[config.mk]
export PLATFORM = sky130hd
export DESIGN_NAME = pc_trace_monitor
export DESIGN_NICKNAME = d
export VERILOG_FILES = /design/src/rtl/pc_trace_monitor.sv
export SDC_FILE = /design/constraint.sdc
export NUM_CORES = 1
export LEC_CHECK = 0
export CAP_MARGIN = 25
export CORE_MARGIN = 2
export CORE_UTILIZATION = 30
export CTS_CLUSTER_SIZE = 14
export DETAILED_ROUTE_END_ITERATION = 6
export SYNTH_ARGS = -nofsm -noshare
export SYNTH_HDL_FRONTEND = slang
export SYNTH_SLANG_ARGS = --single-unit
[constraint.sdc]
create_clock -name clock -period 21.5 [get_ports clock]
set_input_delay 3.225 -clock clock [delete_from_list [all_inputs] [get_ports clock]]
set_output_delay 3.225 -clock clock [all_outputs]
set_load 0.05 [all_outputs]
[src/rtl/pc_trace_monitor.sv]
// Fetch-PC stream observer: queues (from,to) pairs for control-flow discontinuities,
// counts samples and jumps, and latches a halt once the PC stops advancing.
module pc_trace_monitor #(
  parameter int ADDR_W      = 32,
  parameter int DEPTH       = 8,
  parameter int HALT_CYCLES = 4,
  parameter int CNT_W       = 32
) (
  input  logic                     clock,
  input  logic                     reset,
  input  logic [ADDR_W-1:0]        final_address,
  input  logic                     enable,
  output logic                     trace_valid,
  input  logic                     trace_ready,
  output logic [ADDR_W-1:0]        trace_from,
  output logic [ADDR_W-1:0]        trace_to,
  output logic                     trace_overflow,
  output logic [$clog2(DEPTH):0]   fifo_level,
  output logic                     halted,
  output logic [CNT_W-1:0]         cycle_count,
  output logic [CNT_W-1:0]         jump_count
);

  localparam int PTR_W = $clog2(DEPTH);
  localparam int SR_W  = $clog2(HALT_CYCLES + 1);

  logic [ADDR_W-1:0] mem_from [DEPTH];
  logic [ADDR_W-1:0] mem_to   [DEPTH];
  logic [PTR_W:0]    rd_ptr;
  logic [PTR_W:0]    wr_ptr;
  logic [ADDR_W-1:0] prev_addr;
  logic              primed;
  logic [SR_W-1:0]   stall_run;

  logic              sample;
  logic              is_stall;
  logic              is_jump;
  logic              push;
  logic              pop;
  logic              full;
  logic              wr_en;

  always_comb begin
    sample      = enable && !halted;
    is_stall    = (final_address == prev_addr);
    is_jump     = primed && !is_stall && (final_address != (prev_addr + ADDR_W'(4)));
    push        = sample && is_jump;
    fifo_level  = wr_ptr - rd_ptr;
    trace_valid = (wr_ptr != rd_ptr);
    full        = (fifo_level == (PTR_W + 1)'(DEPTH));
    pop         = trace_valid && trace_ready;
    // A full FIFO still accepts a push when the head leaves on the same edge.
    wr_en       = push && (!full || pop);
    trace_from  = trace_valid ? mem_from[rd_ptr[PTR_W-1:0]] : '0;
    trace_to    = trace_valid ? mem_to[rd_ptr[PTR_W-1:0]]   : '0;
  end

  always_ff @(posedge clock) begin
    if (wr_en) begin
      mem_from[wr_ptr[PTR_W-1:0]] <= prev_addr;
      mem_to[wr_ptr[PTR_W-1:0]]   <= final_address;
    end
  end

  always_ff @(posedge clock or posedge reset) begin
    if (reset) begin
      rd_ptr         <= '0;
      wr_ptr         <= '0;
      trace_overflow <= 1'b0;
    end else begin
      if (pop) begin
        rd_ptr <= rd_ptr + 1'b1;
      end
      if (wr_en) begin
        wr_ptr <= wr_ptr + 1'b1;
      end
      if (push && !wr_en) begin
        trace_overflow <= 1'b1;
      end
    end
  end

  always_ff @(posedge clock or posedge reset) begin
    if (reset) begin
      prev_addr   <= '0;
      primed      <= 1'b0;
      stall_run   <= '0;
      halted      <= 1'b0;
      cycle_count <= '0;
      jump_count  <= '0;
    end else if (sample) begin
      prev_addr <= final_address;
      primed    <= 1'b1;
      if (cycle_count != '1) begin
        cycle_count <= cycle_count + 1'b1;
      end
      if (primed) begin
        if (is_stall) begin
          if (stall_run != SR_W'(HALT_CYCLES)) begin
            stall_run <= stall_run + 1'b1;
          end
          // Halt on the edge where the run reaches HALT_CYCLES repeats.
          if (stall_run == SR_W'(HALT_CYCLES - 1)) begin
            halted <= 1'b1;
          end
        end else begin
          stall_run <= '0;
        end
        if (is_jump && (jump_count != '1)) begin
          jump_count <= jump_count + 1'b1;
        end
      end
    end
  end

endmodule

==> out/metrics.csv <==
metric,value,unit
status,completed,
post-place-ws,13650,ps
synth_most_common_cell,edfxtp_1,
avgSynthCellArea,16.0,sq um
power,0.00457,W
holdWs,479,ps
fin_ws,14230,ps
synth_edf_count,512,
rsz0062_at_grt,no,
crit_path_start_kind,primary input,
finalCritPeriodShare,33.8,%
n_antenna_cell,0,
dieArea,88300,sq um
grt_pass1_vias,15225,
cts-root-to-sink-buffers,3,
routed_wl,65500,um
p_clk_share,24.7,%
ys_types,58,
grtUsageTotal,14.7,%
die_x,297,um
dp_hpwl,40800,um
ys_warn_count,0,
cts_sinks,622,
maxCapViolCount,0,
avgRoutedWirePerCell,21.9,um
async_flop_share,17.7,%
worst_slew_pin_slew,1060,ps
hold_viol,0,
synth_compound_area_share,3.27,%
fin_nets,1847,
synth-seq-cells,622,
postCtsSetupBuffers,0,
m1WireLength,28100,um
syn-instance-count,1610,
gr-total-overflow,0,
cts_made_buffers,66,
yosys.area_share.simple,9.24,%
grt_pass1_wl,98600,um
yosysSeqAreaShare,70.3,%
drv_slew,0,
setup_tns,0,ps
area_delta_synth_final,20.7,%
met3_length,4580,um
place_area,28900,sq um
power_frac_seq,35.7,%
clock_skew,22.1,ps
ios,171,
cts_resized,0,
slew_headroom,28.5,%
synth_top_family_by_area,multiplexers,
power.density,147,nW/um^2
combinationalPowerShare,39.6,%
ys_top_cells_by_count,"512 x edfxtp_1, 263 x nand2_1, 128 x mux4_2",
internal_power,0.00279,W
final_area,31100,sq um
rows,107,
crit_path_end_kind,flop,
coreArea,85100,sq um
critPathKind,in2reg,
finalSetupViolations,0,
syn_nets,1658,
multi_input_area,7340,sq um
vdd_drop_max,0.0000995,V
fillers,8022,
cts_hold_buf,0,
synth_area_leader_cell,edfxtp_1,
die_height,297,um
path_max_fanout,41,
hp-class,reg2reg,
syn-cell-area,25800,sq um
min_period,7270,ps
drt-initial-drc-count,1196,
layout-drive-gt1-share,15.4,%
io_buffers,170,
insertion_delay,620,ps
p_sw_share,38.9,%
switching_power,0.00178,W
cp.required,21760,ps
cts_tree,yes,
synth_top_cell_area_share,59.6,%
cts_root_buf,clkbuf_16,
route.detailed.drc,0,
vias,14841,
ys.flop_type,edfxtp_1,
cts.clk_slew.worst_paths,60,ps
power_leakage,10.7,nW
register_area,18100,sq um
maxClockFrequency,137,MHz
synth_fa_ha_area_share,0.611,%
synth_xor_area_share,3.70,%
drtPass1Iterations,5,
arrival,7530,ps
highest_layer,met5,
met2WireLength,31300,um
h-tree-depth,3,
initial_utilization,30.3,%
yosys-top-cells-area,"edfxtp_1 60%, mux4_2 11%, dfrtp_1 11%",
synthMuxAreaShare,11.4,%
ant_nets,0,
vias_per_cell,4.96,
antenna_found_initial,4,
grt_max_degree,69,
place_congestion,0.885,
per-stage QoR:
| stage | utilization (%) | std cells |
|---|---|---|
| after floorplan | - | 1610 |
| after global placement | 33.9 | 2872 |
| after detailed placement | 34.0 | 2873 |
| after CTS | 36.5 | 2992 |
| after global routing | 36.6 | 2994 |
| final | 36.6 | 2994 |
worst paths after layout:
path                                    from               to  slack [ps]  depth (start not counted)
max reg2reg                        rd_ptr[0]    mem_to[3][28]       16310                         10
min reg2reg                   trace_overflow   trace_overflow         480                          1
min                           trace_overflow   trace_overflow         480                          1
min in group asynchronous              reset  cycle_count[28]        3020                          2
max                        final_address[10]    mem_to[3][28]       14230                         12
max in group asynchronous              reset     prev_addr[3]       17520                          4
layer usage:
metal  track usage (%)  vias up
li1                  -     6580
met1              19.7     7711
met2              23.5      442
met3              3.93      100
met4              4.20        8
met5                 0        -
critical path, stage by stage:
cell and delay, ps:
clkdlybuf4s50_1 580, xnor2_1 480, nand2_1 180, a2111oi_1 500, o211ai_1 150, or4_1 630, nor4_4 330, buf_4 320
nor2_1 210, nor4b_2 200, buf_4 260, buf_4 380
logic make-up after synthesis:
logic type,Yosys count
buffers and inverters,101
AO/OA/AOI/OAI,142
adder cells (fa/ha/maj),12
XOR/XNOR,109
flip-flops,622
multiplexers,132
AND/OR/NAND/NOR,492
registers in the layout, summed over array words and instances, names as in the netlist:
signal          count
cycle_count        32
halted              1
jump_count         32
mem_from          256
mem_to            256
prev_addr          32
primed              1
rd_ptr              4
stall_run           3
trace_overflow      1
wr_ptr              4
final cells by class:
class,instances,share of cell area [%]
tap,1144,4.60
timing repair buffer,199,6.29
clock buffer,83,5.68
sequential,622,58.3
inverter,23,0.285
multi-input combinational,887,23.6
clock inverter,36,1.29
cell usage in the layout, fill, tap and decap left out, types with 4 or more instances in the layout:
master and count:
nor2b_1 4, nor4_1 14, nand2_1 263, nor2_1 27, nor4b_2 4, a211oi_1 6
nand4_1 44, clkbuf_16 67, and3_1 18, o2111ai_1 4, a21oi_1 83, xor2_1 51
and4_4 4, dfrtp_1 107, clkinv_1 7, o21ai_0 15, buf_4 26, edfxtp_1 512
inv_1 21, and2_1 10, or3_1 5, and4_1 18, xnor2_1 58, nand3_1 34
o31ai_1 4, ha_1 11, nand2b_1 8, mux4_2 128, clkinv_2 15, bufinv_16 5
nor3_1 21, clkdlybuf4s50_1 170, clkbuf_1 13
power by group through the flow:
stage | sequential [W] | combinational (W) | clock (W)
finish | 0.00163 | 0.00181 | 0.00113
global route | 0.00165 | 0.00192 | 0.00120
CTS | 0.00164 | 0.00185 | 0.00115
detailed placement | 0.00166 | 0.00185 | 0
global placement | 0.00165 | 0.00184 | 0
floorplan | 0.00165 | 0.00120 | 0
Note: power is estimated with default switching activity, not from simulation.
